### src/rtl/axi4_lite_master_if_pkg.sv
// Shared definitions for the AXI4-lite initiator used by the tetris game
// logic: FSM state encoding and fixed AXI field values.
package axi4_lite_master_if_pkg;

  // Transaction FSM states.
  typedef enum logic [2:0] {
    ST_IDLE    = 3'd0,
    ST_WR_REQ  = 3'd1,
    ST_WR_RESP = 3'd2,
    ST_RD_REQ  = 3'd3,
    ST_RD_DATA = 3'd4,
    ST_RSP     = 3'd5
  } state_t;

  localparam logic [1:0] AXI_RESP_OKAY = 2'b00;
  localparam logic [3:0] WSTRB_ALL     = 4'hF;
  localparam logic [2:0] AXI_PROT_NONE = 3'b000;

endpackage

### src/rtl/axi4_lite_master_if.sv
// AXI4-lite initiator: turns a single-beat command/response handshake into
// one AXI4-lite write (AW/W/B) or read (AR/R) transaction at a time.
//
// Ports:
//   i_pixclk, i_reset        clock, synchronous active-high reset
//   i_cmd_* / o_cmd_ready    command in (we, word index, write data)
//   o_rsp_* / i_rsp_ready    response out (read data, error flag)
//   o_busy                   high whenever a transaction is in progress
//   m00_axi_*                AXI4-lite master port (all outputs registered)
module axi4_lite_master_if
  import axi4_lite_master_if_pkg::*;
#(
  parameter int C_M00_AXI_DATA_WIDTH = 32,
  parameter int C_M00_AXI_ADDR_WIDTH = 32,
  parameter int CMD_AWIDTH           = 4,
  parameter logic [C_M00_AXI_ADDR_WIDTH-1:0] BASE_ADDR = 32'h4000_0000
) (
  input  logic                              i_pixclk,
  input  logic                              i_reset,
  input  logic                              i_cmd_valid,
  output logic                              o_cmd_ready,
  input  logic                              i_cmd_we,
  input  logic [CMD_AWIDTH-1:0]             i_cmd_addr,
  input  logic [C_M00_AXI_DATA_WIDTH-1:0]   i_cmd_wdata,
  output logic                              o_rsp_valid,
  input  logic                              i_rsp_ready,
  output logic [C_M00_AXI_DATA_WIDTH-1:0]   o_rsp_rdata,
  output logic                              o_rsp_err,
  output logic                              o_busy,
  output logic [C_M00_AXI_ADDR_WIDTH-1:0]   m00_axi_awaddr,
  output logic [2:0]                        m00_axi_awprot,
  output logic                              m00_axi_awvalid,
  input  logic                              m00_axi_awready,
  output logic [C_M00_AXI_DATA_WIDTH-1:0]   m00_axi_wdata,
  output logic [3:0]                        m00_axi_wstrb,
  output logic                              m00_axi_wvalid,
  input  logic                              m00_axi_wready,
  input  logic [1:0]                        m00_axi_bresp,
  input  logic                              m00_axi_bvalid,
  output logic                              m00_axi_bready,
  output logic [C_M00_AXI_ADDR_WIDTH-1:0]   m00_axi_araddr,
  output logic [2:0]                        m00_axi_arprot,
  output logic                              m00_axi_arvalid,
  input  logic                              m00_axi_arready,
  input  logic [C_M00_AXI_DATA_WIDTH-1:0]   m00_axi_rdata,
  input  logic [1:0]                        m00_axi_rresp,
  input  logic                              m00_axi_rvalid,
  output logic                              m00_axi_rready
);

  state_t state_r, state_s;

  logic                            cmd_ready_r, cmd_ready_s;
  logic                            busy_r, busy_s;
  logic [C_M00_AXI_ADDR_WIDTH-1:0] awaddr_r, awaddr_s;
  logic                            awvalid_r, awvalid_s;
  logic [C_M00_AXI_DATA_WIDTH-1:0] wdata_r, wdata_s;
  logic [3:0]                      wstrb_r;
  logic                            wvalid_r, wvalid_s;
  logic                            bready_r, bready_s;
  logic [C_M00_AXI_ADDR_WIDTH-1:0] araddr_r, araddr_s;
  logic                            arvalid_r, arvalid_s;
  logic                            rready_r, rready_s;
  logic                            rsp_valid_r, rsp_valid_s;
  logic [C_M00_AXI_DATA_WIDTH-1:0] rsp_rdata_r, rsp_rdata_s;
  logic                            rsp_err_r, rsp_err_s;
  logic                            aw_done_r, aw_done_s;
  logic                            w_done_r, w_done_s;

  // Word index scaled to a byte offset within the target region.
  logic [C_M00_AXI_ADDR_WIDTH-1:0] byte_addr_s;
  assign byte_addr_s = BASE_ADDR +
    {{(C_M00_AXI_ADDR_WIDTH-CMD_AWIDTH-2){1'b0}}, i_cmd_addr, 2'b00};

  // Next-state and next-output computation; every output register is loaded
  // from here so no valid ever follows a ready input combinationally.
  always_comb begin
    state_s     = state_r;
    awaddr_s    = awaddr_r;
    awvalid_s   = awvalid_r;
    wdata_s     = wdata_r;
    wvalid_s    = wvalid_r;
    araddr_s    = araddr_r;
    arvalid_s   = arvalid_r;
    rsp_rdata_s = rsp_rdata_r;
    rsp_err_s   = rsp_err_r;
    aw_done_s   = aw_done_r;
    w_done_s    = w_done_r;

    case (state_r)
      ST_IDLE: begin
        if (i_cmd_valid && cmd_ready_r) begin
          aw_done_s = 1'b0;
          w_done_s  = 1'b0;
          if (i_cmd_we) begin
            state_s   = ST_WR_REQ;
            awaddr_s  = byte_addr_s;
            wdata_s   = i_cmd_wdata;
            awvalid_s = 1'b1;
            wvalid_s  = 1'b1;
          end else begin
            state_s   = ST_RD_REQ;
            araddr_s  = byte_addr_s;
            arvalid_s = 1'b1;
          end
        end else begin
          state_s = ST_IDLE;
        end
      end

      ST_WR_REQ: begin
        // AW and W complete independently; each valid drops after its own
        // handshake and a done flag remembers it.
        if (awvalid_r && m00_axi_awready) begin
          awvalid_s = 1'b0;
          aw_done_s = 1'b1;
        end else begin
          awvalid_s = awvalid_r;
          aw_done_s = aw_done_r;
        end
        if (wvalid_r && m00_axi_wready) begin
          wvalid_s = 1'b0;
          w_done_s = 1'b1;
        end else begin
          wvalid_s = wvalid_r;
          w_done_s = w_done_r;
        end
        if (aw_done_s && w_done_s) begin
          state_s = ST_WR_RESP;
        end else begin
          state_s = ST_WR_REQ;
        end
      end

      ST_WR_RESP: begin
        if (m00_axi_bvalid && bready_r) begin
          rsp_err_s   = (m00_axi_bresp != AXI_RESP_OKAY);
          rsp_rdata_s = '0;
          state_s     = ST_RSP;
        end else begin
          state_s = ST_WR_RESP;
        end
      end

      ST_RD_REQ: begin
        if (arvalid_r && m00_axi_arready) begin
          arvalid_s = 1'b0;
          state_s   = ST_RD_DATA;
        end else begin
          state_s = ST_RD_REQ;
        end
      end

      ST_RD_DATA: begin
        if (m00_axi_rvalid && rready_r) begin
          rsp_rdata_s = m00_axi_rdata;
          rsp_err_s   = (m00_axi_rresp != AXI_RESP_OKAY);
          state_s     = ST_RSP;
        end else begin
          state_s = ST_RD_DATA;
        end
      end

      ST_RSP: begin
        if (i_rsp_ready && rsp_valid_r) begin
          state_s = ST_IDLE;
        end else begin
          state_s = ST_RSP;
        end
      end

      default: begin
        state_s   = ST_IDLE;
        awvalid_s = 1'b0;
        wvalid_s  = 1'b0;
        arvalid_s = 1'b0;
      end
    endcase

    // State-qualified strobes are derived from the next state so they are
    // registered alongside it and line up with the state they belong to.
    cmd_ready_s = (state_s == ST_IDLE);
    busy_s      = (state_s != ST_IDLE);
    bready_s    = (state_s == ST_WR_RESP);
    rready_s    = (state_s == ST_RD_DATA);
    rsp_valid_s = (state_s == ST_RSP);
  end

  // State register and every registered output; reset clears all of them.
  always_ff @(posedge i_pixclk) begin
    if (i_reset) begin
      state_r     <= ST_IDLE;
      cmd_ready_r <= 1'b0;
      busy_r      <= 1'b0;
      awaddr_r    <= '0;
      awvalid_r   <= 1'b0;
      wdata_r     <= '0;
      wstrb_r     <= 4'h0;
      wvalid_r    <= 1'b0;
      bready_r    <= 1'b0;
      araddr_r    <= '0;
      arvalid_r   <= 1'b0;
      rready_r    <= 1'b0;
      rsp_valid_r <= 1'b0;
      rsp_rdata_r <= '0;
      rsp_err_r   <= 1'b0;
      aw_done_r   <= 1'b0;
      w_done_r    <= 1'b0;
    end else begin
      state_r     <= state_s;
      cmd_ready_r <= cmd_ready_s;
      busy_r      <= busy_s;
      awaddr_r    <= awaddr_s;
      awvalid_r   <= awvalid_s;
      wdata_r     <= wdata_s;
      wstrb_r     <= WSTRB_ALL;
      wvalid_r    <= wvalid_s;
      bready_r    <= bready_s;
      araddr_r    <= araddr_s;
      arvalid_r   <= arvalid_s;
      rready_r    <= rready_s;
      rsp_valid_r <= rsp_valid_s;
      rsp_rdata_r <= rsp_rdata_s;
      rsp_err_r   <= rsp_err_s;
      aw_done_r   <= aw_done_s;
      w_done_r    <= w_done_s;
    end
  end

  assign o_cmd_ready     = cmd_ready_r;
  assign o_busy          = busy_r;
  assign o_rsp_valid     = rsp_valid_r;
  assign o_rsp_rdata     = rsp_rdata_r;
  assign o_rsp_err       = rsp_err_r;
  assign m00_axi_awaddr  = awaddr_r;
  assign m00_axi_awprot  = AXI_PROT_NONE;
  assign m00_axi_awvalid = awvalid_r;
  assign m00_axi_wdata   = wdata_r;
  assign m00_axi_wstrb   = wstrb_r;
  assign m00_axi_wvalid  = wvalid_r;
  assign m00_axi_bready  = bready_r;
  assign m00_axi_araddr  = araddr_r;
  assign m00_axi_arprot  = AXI_PROT_NONE;
  assign m00_axi_arvalid = arvalid_r;
  assign m00_axi_rready  = rready_r;

endmodule

### config.mk
export PLATFORM = sky130hd
export DESIGN_NAME = axi4_lite_master_if
export DESIGN_NICKNAME = d
export VERILOG_FILES = /design/src/rtl/axi4_lite_master_if_pkg.sv /design/src/rtl/axi4_lite_master_if.sv
export SDC_FILE = /design/constraint.sdc
export NUM_CORES = 1
export LEC_CHECK = 0
export CAP_MARGIN = 10
export CORE_MARGIN = 2
export CORE_UTILIZATION = 38
export CTS_CLUSTER_SIZE = 28
export DETAILED_ROUTE_END_ITERATION = 8
export HOLD_SLACK_MARGIN = 0.08
export PLACE_DENSITY = 0.81
export SYNTH_ARGS = -nofsm -noshare
export SYNTH_HDL_FRONTEND = slang
export SYNTH_SLANG_ARGS = --single-unit
### constraint.sdc
create_clock -name i_pixclk -period 2.5 [get_ports i_pixclk]
set_clock_uncertainty 0.2 [all_clocks]
set_input_delay 0.25 -clock i_pixclk [delete_from_list [all_inputs] [get_ports i_pixclk]]
set_output_delay 0.25 -clock i_pixclk [all_outputs]
set_load 0.01 [all_outputs]
==> out/metrics.yaml <==
diodes: 0
maxCapViolCount: 0
grt_max_degree: 49
ys.flop_type: "dfxtp_1"
final_area_mm2: 0.005595
area_growth_syn_to_layout_pct: 43.89
drt_pass1_iterations: 4
cts_tree: "done"
avgSynthCellArea_um2: 8.221
coreArea_mm2: 0.009864
ys.warnings.count: 0
grt_antenna_before_repair: 0
finalSetupViolCount: 0
crit_path_start_kind: "flip-flop"
fin_crit_ps: 2105
wl_per_cell_um: 12.88
ios: 229
period_share_pct: 84.22
grt_pass1_vias: 3283
ys_ff_latch: 89
p_leak_uw: 0.002013
finalNetCount: 709
arrival_ps: 2190
dpl_cell_area_mm2: 0.005364
ir_drop_mv: 0.2331
end_kind: "flip-flop"
finalWorstSetupSlack_ps: 394.5
layout_common_cells: "167 x clkdlybuf4s50_1, 119 x nand2_1, 89 x dfxtp_1"
clk_latency_ps: 340
synth_area_mm2: 0.003889
antenna_left: 0
power_density_mw_per_mm2: 549.1
netlist_instances: 473
cpMaxStageDelayCell: "dfxtp_1"
hp-class: "in2reg"
synth-edff-count: 0
pre_cts_ws_ps: 412.5
drt-initial-drc-count: 171
cts.path.max_buffers: 2
start_util_pct: 39.42
criticalPathCategory: "reg2reg"
hold_viol: 0
final_common_cell: "clkdlybuf4s50_1"
clkTransAtPathRegs_ps: 90
grt-ovfl-total: 0
cts.sinks: 89
fillers: 900
numCtsBuffers: 9
fin_cells: 764
io_buffer_count: 168
postCtsSetupBuffers: 0
r2r_start: "state_r[1]"
fin_setup_tns_ps: 0
dp.cells: 747
fmax_mhz: 475.0
slew_violations: 0
std_cell_rows: 36
path_cells: "nor3b_2 > a32o_1 > buf_4 > o311ai_0 > a21oi_1"
rsz0062_at_grt: "no"
die_h_um: 105.2
cp-startpoint: "state_r[1]"
die_area_mm2: 0.01106
via_count: 3543
final_util_pct: 56.72
grt_util_all_layers_pct: 17.24
drc: 0
critPathMaxFanout: 33
gp_congestion: 0.8509
place.detailed.hpwl_um: 7187
htree_num_levels: 3
cpPeakStageDelay_ps: 560
cts-root-buf: "clkbuf_8"
die_width_um: 105.2
cts_hold_buf: 1
drt-total-wl_um: 9839
status: "finished clean"
cts.repair.resized: 0
grt_pass1_wl_um: 15610
async_flop_share_pct: 0
drive_gt1_share_pct: 5.547
seq_area_frac_synth_pct: 45.82
min_from: "i_cmd_wdata[7]"
yosysUniqueCellTypes: 45
viasPerCell: 4.637
worstPathRequired_ps: 2580
-- where the power goes --
part / total (µW) / switching, µW / internal (µW)
Sequential: 1500 / 38.0 / 1460
Clock: 1090 / 493 / 594
Combinational: 483 / 228 / 255
Total: 3070 / 759 / 2310
-- registers in the layout, summed over array words and instances, names as in the netlist, 3 cells and up --
name and count:
m00_axi_araddr 5, m00_axi_awaddr 5, o_rsp_rdata 32, m00_axi_wdata 32
state_r 3
-- worst paths after layout --
kind                                          to  slack, ps  cells after the start
worst max-delay path                   o_rsp_err        390                      5
worst min-delay path            m00_axi_wdata[7]        250                      3
worst max register to register         o_rsp_err        390                      5
worst min register to register    o_rsp_rdata[7]        250                      2
-- cell type report --
cell class              instances  area [µm²]  share of cell area [%]
flip-flops and latches         89        1782                   31.84
repair buffers                176        1739                   31.08
multi-input cells             347        1675                   29.94
well taps                     133       166.4                   2.974
clock buffers                  12       145.1                   2.594
clock inverters                 4       76.32                   1.364
inverters                       3       11.26                  0.2013
-- through the flow --
step / power (µW) / hold WS, ps
6_report: 3072 / 251.2
5_1_grt: 3211 / 247.2
4_1_cts: 3116 / 232.1
3_3_place_gp: 2006 / 236.5
3_5_place_dp: 2015 / 243.7
2_1_floorplan: 1841 / 139.2
-- critical path, delay by kind of cell, from the launching register on --
| family | cells | cell delay [ps] |
|---|---|---|
| AND/OR/NAND/NOR | 1 | 410 |
| AO/OA/AOI/OAI | 3 | 530 |
| buffers and inverters | 1 | 320 |
| flip-flops | 1 | 560 |
-- cell usage after synthesis (4+ instances only) --
library cell / count / area share, %
nor3_1: 4 / 0.51
nand3_1: 36 / 4.6
a21oi_1: 80 / 10
clkbuf_1: 9 / 0.87
buf_2: 10 / 1.3
dfxtp_1: 89 / 46
nor2_1: 9 / 0.87
nand2_1: 119 / 11
buf_6: 5 / 1.4
buf_4: 66 / 13
-- metal layers --
layer	vias up	wire length (µm)	GRT usage (%)
met4	0	132	6.476
met3	10	837	5.677
met1	1616	3915	19.36
met2	158	4952	30.19
met5	-	0	0
li1	1759	-	-
-- cell families (layout without fill, tap and decap cells) --
group / after synthesis / count (layout) / share of synthesized area (%)
other: 1 / 60 / 0.09643
adders and majority gates: 1 / 1 / 0.3217
AOI/OAI and AO/OA: 98 / 98 / 14.96
DFF: 89 / 89 / 45.82
and+or+nand+nor: 188 / 188 / 21.88
buffers and inverters: 96 / 195 / 16.92
(Power assumes the default switching activity.)
